File: src/rtl/adder_err_eval_pkg.sv
// Shared types, constants and helpers for the approximate-adder error evaluator.
package adder_err_eval_pkg;

    typedef enum logic [1:0] {
        IDLE  = 2'd0,
        RUN   = 2'd1,
        DRAIN = 2'd2,
        DONE  = 2'd3
    } state_e;

    // Right-shifting Galois mask for x^32 + x^22 + x^2 + x + 1
    localparam logic [31:0] LFSR_TAPS = 32'h8020_0003;

    // Cycles spent flushing the two-stage scoring pipeline
    localparam int DRAIN_CYCLES = 2;

    // Saturating add on up to 64-bit quantities; lim is the all-ones value of
    // the caller's accumulator width.
    function automatic logic [63:0] sat_add(input logic [63:0] acc,
                                            input logic [63:0] inc,
                                            input logic [63:0] lim);
        logic [64:0] s;
        s = {1'b0, acc} + {1'b0, inc};
        if (s > {1'b0, lim}) begin
            return lim;
        end
        return s[63:0];
    endfunction

endpackage

File: src/rtl/adder_err_opgen.sv
// Operand generator: exhaustive 2W-bit up-counter or Galois LFSR, with a
// remaining-vector counter that flags the last vector to be issued.
module adder_err_opgen
    import adder_err_eval_pkg::*;
#(
    parameter int W     = 16,
    parameter int CNT_W = 2*W+1
) (
    input  logic             clk,
    input  logic             rst,
    input  logic             load_i,
    input  logic             adv_i,
    input  logic             mode_i,
    input  logic [CNT_W-1:0] num_vec_i,
    input  logic [2*W-1:0]   seed_i,
    output logic [2*W-1:0]   vec_o,
    output logic             last_o
);

    logic [2*W-1:0]   vec_q, vec_d;
    logic [CNT_W-1:0] rem_q, rem_d;
    logic             mode_q, mode_d;
    logic [2*W-1:0]   lfsr_next;

    assign lfsr_next = {1'b0, vec_q[2*W-1:1]} ^ (vec_q[0] ? (2*W)'(LFSR_TAPS) : '0);

    // Load a fresh sequence on start, otherwise step once per issued vector
    always_comb begin
        vec_d  = vec_q;
        rem_d  = rem_q;
        mode_d = mode_q;
        if (load_i) begin
            mode_d = mode_i;
            rem_d  = (num_vec_i == '0) ? (CNT_W'(1) << (2*W)) : num_vec_i;
            if (mode_i) begin
                vec_d = (seed_i == '0) ? '1 : seed_i;
            end else begin
                vec_d = '0;
            end
        end else if (adv_i) begin
            rem_d = rem_q - CNT_W'(1);
            vec_d = mode_q ? lfsr_next : vec_q + (2*W)'(1);
        end
    end

    // Generator state registers
    always_ff @(posedge clk) begin
        if (rst) begin
            vec_q  <= '0;
            rem_q  <= '0;
            mode_q <= 1'b0;
        end else begin
            vec_q  <= vec_d;
            rem_q  <= rem_d;
            mode_q <= mode_d;
        end
    end

    assign vec_o  = vec_q;
    assign last_o = (rem_q == CNT_W'(1));

endmodule

File: src/rtl/adder_err_eval_ctrl.sv
// Sequencer and scoreboard for one approximate adder under test.
// Optional build macro ADDER_ERR_HD_EN adds the Hamming-distance accumulator hd_acc.
module adder_err_eval_ctrl
    import adder_err_eval_pkg::*;
#(
    parameter int W     = 16,
    parameter int CNT_W = 2*W+1,
    parameter int ACC_W = 3*W+2
) (
    input  logic             clk,
    input  logic             rst,
    input  logic             start,
    input  logic             mode,
    input  logic [CNT_W-1:0] num_vec,
    input  logic [2*W-1:0]   seed,
    output logic [W-1:0]     op_a,
    output logic [W-1:0]     op_b,
    input  logic [W:0]       approx_sum,
    output logic             busy,
    output logic             done,
    output logic [CNT_W-1:0] vec_cnt,
    output logic [CNT_W-1:0] err_cnt,
    output logic [ACC_W-1:0] err_acc,
    output logic [W:0]       max_err
`ifdef ADDER_ERR_HD_EN
    ,
    output logic [ACC_W-1:0] hd_acc
`endif
);

    localparam logic [ACC_W-1:0] ACC_MAX = '1;

    state_e           state_q, state_d;
    logic [1:0]       drain_q, drain_d;
    logic             start_ok, adv, last;
    logic [2*W-1:0]   vec;

    logic             s1_valid_q;
    logic [W:0]       s1_approx_q, s1_exact_q;
    logic [W:0]       diff;

    logic [CNT_W-1:0] vec_cnt_q, vec_cnt_d, err_cnt_q, err_cnt_d;
    logic [ACC_W-1:0] err_acc_q, err_acc_d;
    logic [W:0]       max_err_q, max_err_d;

    assign start_ok = start && (state_q == IDLE || state_q == DONE);
    assign adv      = (state_q == RUN) && !last;

    adder_err_opgen #(.W(W), .CNT_W(CNT_W)) u_opgen (
        .clk       (clk),
        .rst       (rst),
        .load_i    (start_ok),
        .adv_i     (adv),
        .mode_i    (mode),
        .num_vec_i (num_vec),
        .seed_i    (seed),
        .vec_o     (vec),
        .last_o    (last)
    );

    assign op_a = vec[2*W-1:W];
    assign op_b = vec[W-1:0];

    // Next-state logic: RUN until the last vector issues, then flush the pipeline
    always_comb begin
        state_d = state_q;
        drain_d = drain_q;
        case (state_q)
            IDLE, DONE: begin
                if (start_ok) begin
                    state_d = RUN;
                end
            end
            RUN: begin
                if (last) begin
                    state_d = DRAIN;
                    drain_d = '0;
                end
            end
            DRAIN: begin
                if (drain_q == 2'(DRAIN_CYCLES - 1)) begin
                    state_d = DONE;
                end else begin
                    drain_d = drain_q + 2'd1;
                end
            end
            default: state_d = IDLE;
        endcase
    end

    // FSM state register
    always_ff @(posedge clk) begin
        if (rst) begin
            state_q <= IDLE;
            drain_q <= '0;
        end else begin
            state_q <= state_d;
            drain_q <= drain_d;
        end
    end

    // S1: capture the adder-under-test result alongside the exact reference
    always_ff @(posedge clk) begin
        if (rst) begin
            s1_valid_q  <= 1'b0;
            s1_approx_q <= '0;
            s1_exact_q  <= '0;
        end else begin
            s1_valid_q  <= (state_q == RUN);
            s1_approx_q <= approx_sum;
            s1_exact_q  <= (W+1)'(op_a) + (W+1)'(op_b);
        end
    end

    assign diff = (s1_exact_q >= s1_approx_q) ? (s1_exact_q - s1_approx_q)
                                              : (s1_approx_q - s1_exact_q);

    // S2: statistics update; a start clears everything in the same cycle
    always_comb begin
        vec_cnt_d = vec_cnt_q;
        err_cnt_d = err_cnt_q;
        err_acc_d = err_acc_q;
        max_err_d = max_err_q;
        if (start_ok) begin
            vec_cnt_d = '0;
            err_cnt_d = '0;
            err_acc_d = '0;
            max_err_d = '0;
        end else if (s1_valid_q) begin
            vec_cnt_d = vec_cnt_q + CNT_W'(1);
            if (diff != '0) begin
                err_cnt_d = err_cnt_q + CNT_W'(1);
            end
            err_acc_d = ACC_W'(sat_add(64'(err_acc_q), 64'(diff), 64'(ACC_MAX)));
            if (diff > max_err_q) begin
                max_err_d = diff;
            end
        end
    end

    // Statistics registers
    always_ff @(posedge clk) begin
        if (rst) begin
            vec_cnt_q <= '0;
            err_cnt_q <= '0;
            err_acc_q <= '0;
            max_err_q <= '0;
        end else begin
            vec_cnt_q <= vec_cnt_d;
            err_cnt_q <= err_cnt_d;
            err_acc_q <= err_acc_d;
            max_err_q <= max_err_d;
        end
    end

`ifdef ADDER_ERR_HD_EN
    logic [ACC_W-1:0] hd_acc_q, hd_acc_d;
    logic [W:0]       hd_bits;
    logic [$clog2(W+2)-1:0] hd_pop;

    assign hd_bits = s1_exact_q ^ s1_approx_q;

    // Population count of the bitwise error pattern
    always_comb begin
        hd_pop = '0;
        for (int i = 0; i <= W; i++) begin
            hd_pop = hd_pop + ($clog2(W+2))'(hd_bits[i]);
        end
    end

    // Hamming-distance accumulator, same clear/update timing as err_acc
    always_comb begin
        hd_acc_d = hd_acc_q;
        if (start_ok) begin
            hd_acc_d = '0;
        end else if (s1_valid_q) begin
            hd_acc_d = ACC_W'(sat_add(64'(hd_acc_q), 64'(hd_pop), 64'(ACC_MAX)));
        end
    end

    // Hamming-distance accumulator register
    always_ff @(posedge clk) begin
        if (rst) begin
            hd_acc_q <= '0;
        end else begin
            hd_acc_q <= hd_acc_d;
        end
    end

    assign hd_acc = hd_acc_q;
`endif

    assign busy    = (state_q == RUN) || (state_q == DRAIN);
    assign done    = (state_q == DONE);
    assign vec_cnt = vec_cnt_q;
    assign err_cnt = err_cnt_q;
    assign err_acc = err_acc_q;
    assign max_err = max_err_q;

endmodule

File: config.mk
export PLATFORM = sky130hd
export DESIGN_NAME = adder_err_eval_ctrl
export DESIGN_NICKNAME = d
export VERILOG_FILES = /design/src/rtl/adder_err_eval_pkg.sv /design/src/rtl/adder_err_opgen.sv /design/src/rtl/adder_err_eval_ctrl.sv
export SDC_FILE = /design/constraint.sdc
export NUM_CORES = 1
export LEC_CHECK = 0
export BUFFER_PORTS_ARGS = -buffer_cell sky130_fd_sc_hd__buf_2
export CAP_MARGIN = 20
export CORE_MARGIN = 10
export CORE_UTILIZATION = 55
export CTS_BUF_LIST = sky130_fd_sc_hd__clkbuf_8 sky130_fd_sc_hd__clkbuf_16
export DETAILED_ROUTE_END_ITERATION = 8
export PLACE_DENSITY = 0.87
export SYNTH_ARGS = -nofsm -noshare
export SYNTH_HDL_FRONTEND = slang
export SYNTH_SLANG_ARGS = --single-unit
export TNS_END_PERCENT = 30
File: constraint.sdc
create_clock -name clk -period 9.88 [get_ports clk]
set_clock_uncertainty 0.15 [all_clocks]
set_input_delay 0.494 -clock clk [delete_from_list [all_inputs] [get_ports clk]]
set_output_delay 0.494 -clock clk [all_outputs]
set_load 0.005 [all_outputs]
==> results.cfg <==
[cells_and_area]
multi_input_area_sq_um = 9650
synthToLayoutAreaGrowth_pct = 16.1
most-common-layout-cells = 251 x buf_2, 237 x dfxtp_1, 208 x nor2_1
stdcell_area_sq_um = 17600
drive_gt1_frac = 0.170
final_common_cell = buf_2
final_core_util = 0.651
fillers = 2283
fin_nets = 2319
regArea_sq_um = 4770

[worst_setup_path]
critPathLaunch = s1_approx_q[2]
worstSetupPathType = reg2reg
worst_r2r_endpoint = err_acc[32]
rrSetupSlack_ns = 3.49
end_kind = flip-flop
critPathArrivalTime_ns = 6.63
worstPathMaxFanout = 18
rr_worst_depth = 20
crit_end = err_acc[32]
required_ns = 10.12
crit_path_start_kind = flip-flop
r2r-start = s1_approx_q[2]

[place]
port_buffers = 252
preCtsSetupSlack_ns = 3.56
post-dp-hpwl_um = 34200
place_area_sq_um = 16600
globalplace.congestion = 0.959

[die]
io_pins = 253
core-area_sq_um = 27000
die_area_sq_um = 34600
start_util = 0.561
row_count = 60
die_height_um = 186
die_x_um = 186

[sta]
whs_ns = 0.0141
fin_crit_sh = 0.647
setup_viol = 0
tightest_slew_ns = 0.981
drv_slew = 0
fmax_mhz = 156
rsz0062_at_grt = no
final.min_clock_period_ns = 6.39
setup_ws_ns = 3.49
fin_tns_setup_ns = 0
max_slew_margin = 0.342
hold_viol_final = 0

[synthesis]
synth_cell_types = 85
synth_edf_count = 0
syn_inst = 1930
ys_seq_area_frac = 0.314
synthTopCellsByArea = dfxtp_1 31%, ha_1 7.8%, nor2_1 5.2%, a21oi_1 4.8%, o21ai_0 4.7%
synth-warning-count = 0
syn_nets = 2114
avgSynthCellArea_sq_um = 7.85
yosysTopAreaCell = dfxtp_1
ys_ff_latch = 238
yosys_most_used_dff = dfxtp_1
syn_area_sq_um = 15200
synth_top_area_share = 0.314
async_flop_share = 0

[drt]
drt_iter0_markers = 1543
wl_per_cell_um = 18.5
vias_per_cell = 6.26
num_vias = 15600
drc = 0
dr.pass1.iters = 6
totalWireLength_um = 46200
antenna_left = 0

[global_route]
grt_pass1_wl_um = 73900
grt_max_degree = 113
grt_use_total = 0.255
gr-total-overflow = 0
antenna_found_initial = 3
first_global_vias = 14800

[cts]
cts_tree = yes
clock_sinks = 238
clk_latency_ns = 0.54
clk_pin_slew_ns = 0.06
cts_buffers = 28
cts_resized = 0
cts-root-buf = clkbuf_16
holdBufCountCts = 2
clock_path_buffers = 3
postCtsSetupRepairBufs = 0
h-tree-depth = 1

[min_path]
hp-class = in2reg

[run_status]
status = finished clean

[power_and_ir_drop]
pwr_density_cell_nw_per_um2 = 264
peakVddDrop_mv = 0.283
p_leak_uw = 0.00723

[flow_run]
drv_cap = 0
## worst min-delay path by stage
stage	startpoint	endpoint	slack [ns]	cells past startpoint
floorplan	err_acc[18]	err_acc[18]	0.31	1
global placement	err_acc[18]	err_acc[18]	0.31	1
detailed placement	err_acc[18]	err_acc[18]	0.31	1
CTS	approx_sum[15]	s1_approx_q[15]	0.0006	2
global route	approx_sum[15]	s1_approx_q[15]	0.02	2
finish	approx_sum[0]	s1_approx_q[0]	0.01	2
## cell type report
type                    instances  share of cell area
clock inverters                13             0.00704
inverters                      85              0.0181
diodes                          3            0.000427
multi-input cells            1508               0.548
well taps                     341              0.0243
repair buffers                274              0.0831
flip-flops and latches        238               0.271
clock buffers                  37              0.0475
## stage by stage
step	instances	total power, uW
global placement	2442	3480
global route	2499	4940
CTS	2494	4600
finish	2499	4640
detailed placement	2442	3530
floorplan	1930	2920
## where the power goes
group	internal [uW]	switching, uW	leakage [uW]
Clock	642	414	0.000478
Sequential	1100	197	0.00194
Combinational	875	1400	0.00481
## registers in the layout, indices dropped and copies added (netlist names)
signal	flops
s1_approx_q	17
s1_exact_q	17
s1_valid_q	1
u_opgen.mode_q	1
err_cnt	33
u_opgen.vec_o	32
err_acc	50
vec_cnt	33
u_opgen.rem_q	33
drain_q	2
max_err	17
state_q	2
## synthesized netlist by cell type, drive strengths merged, types with 22 or more instances
| cell | n |
|---|---|
| and3 | 41 |
| a211oi | 53 |
| nor2 | 211 |
| ha | 94 |
| nor3 | 58 |
| xnor2 | 38 |
| xor2 | 54 |
| a21oi | 147 |
| nor4 | 40 |
| dfxtp | 238 |
| nor2b | 32 |
| inv | 85 |
| o21ai | 156 |
| or3 | 35 |
| nand3 | 45 |
| a31oi | 35 |
| a311oi | 22 |
| buf | 33 |
| nand4 | 30 |
| nand2 | 154 |
| clkbuf | 66 |
## layer usage
metal	share of wire	track usage	wire length, um
met1	0.42	0.319	19300
met2	0.46	0.428	21400
met3	0.091	0.0480	4210
met4	0.029	0.0877	1330
met5	0	0	0
## cells by family after synthesis
family	after synthesis	share of synthesized area
DFF	238	0.314
adders and majority gates	98	0.0829
and+or+nand+nor	719	0.237
xor gates and xnor gates	92	0.0532
buffers and inverters	184	0.0497
muxes	25	0.0168
AOI/OAI and AO/OA	574	0.246
## critical path, stage by stage, from the launching register on
cell and delay (ns):
dfxtp_1 0.34, inv_1 0.05, ha_1 0.45, o21a_1 0.17, o31a_1 0.27, o211ai_2 0.17, a21oi_2 0.65, nor2_1 0.24
a211oi_1 0.74, ha_1 0.36, a21oi_1 0.18, a21boi_1 0.11, o21a_1 0.21, o211ai_1 0.36, o211ai_1 0.20, a31o_2 0.34
and2_1 0.16, nand2_1 0.51, o21ai_0 0.26, a21oi_1 0.24, a311oi_1 0.07
Note: power is estimated with default switching activity, not from simulation.
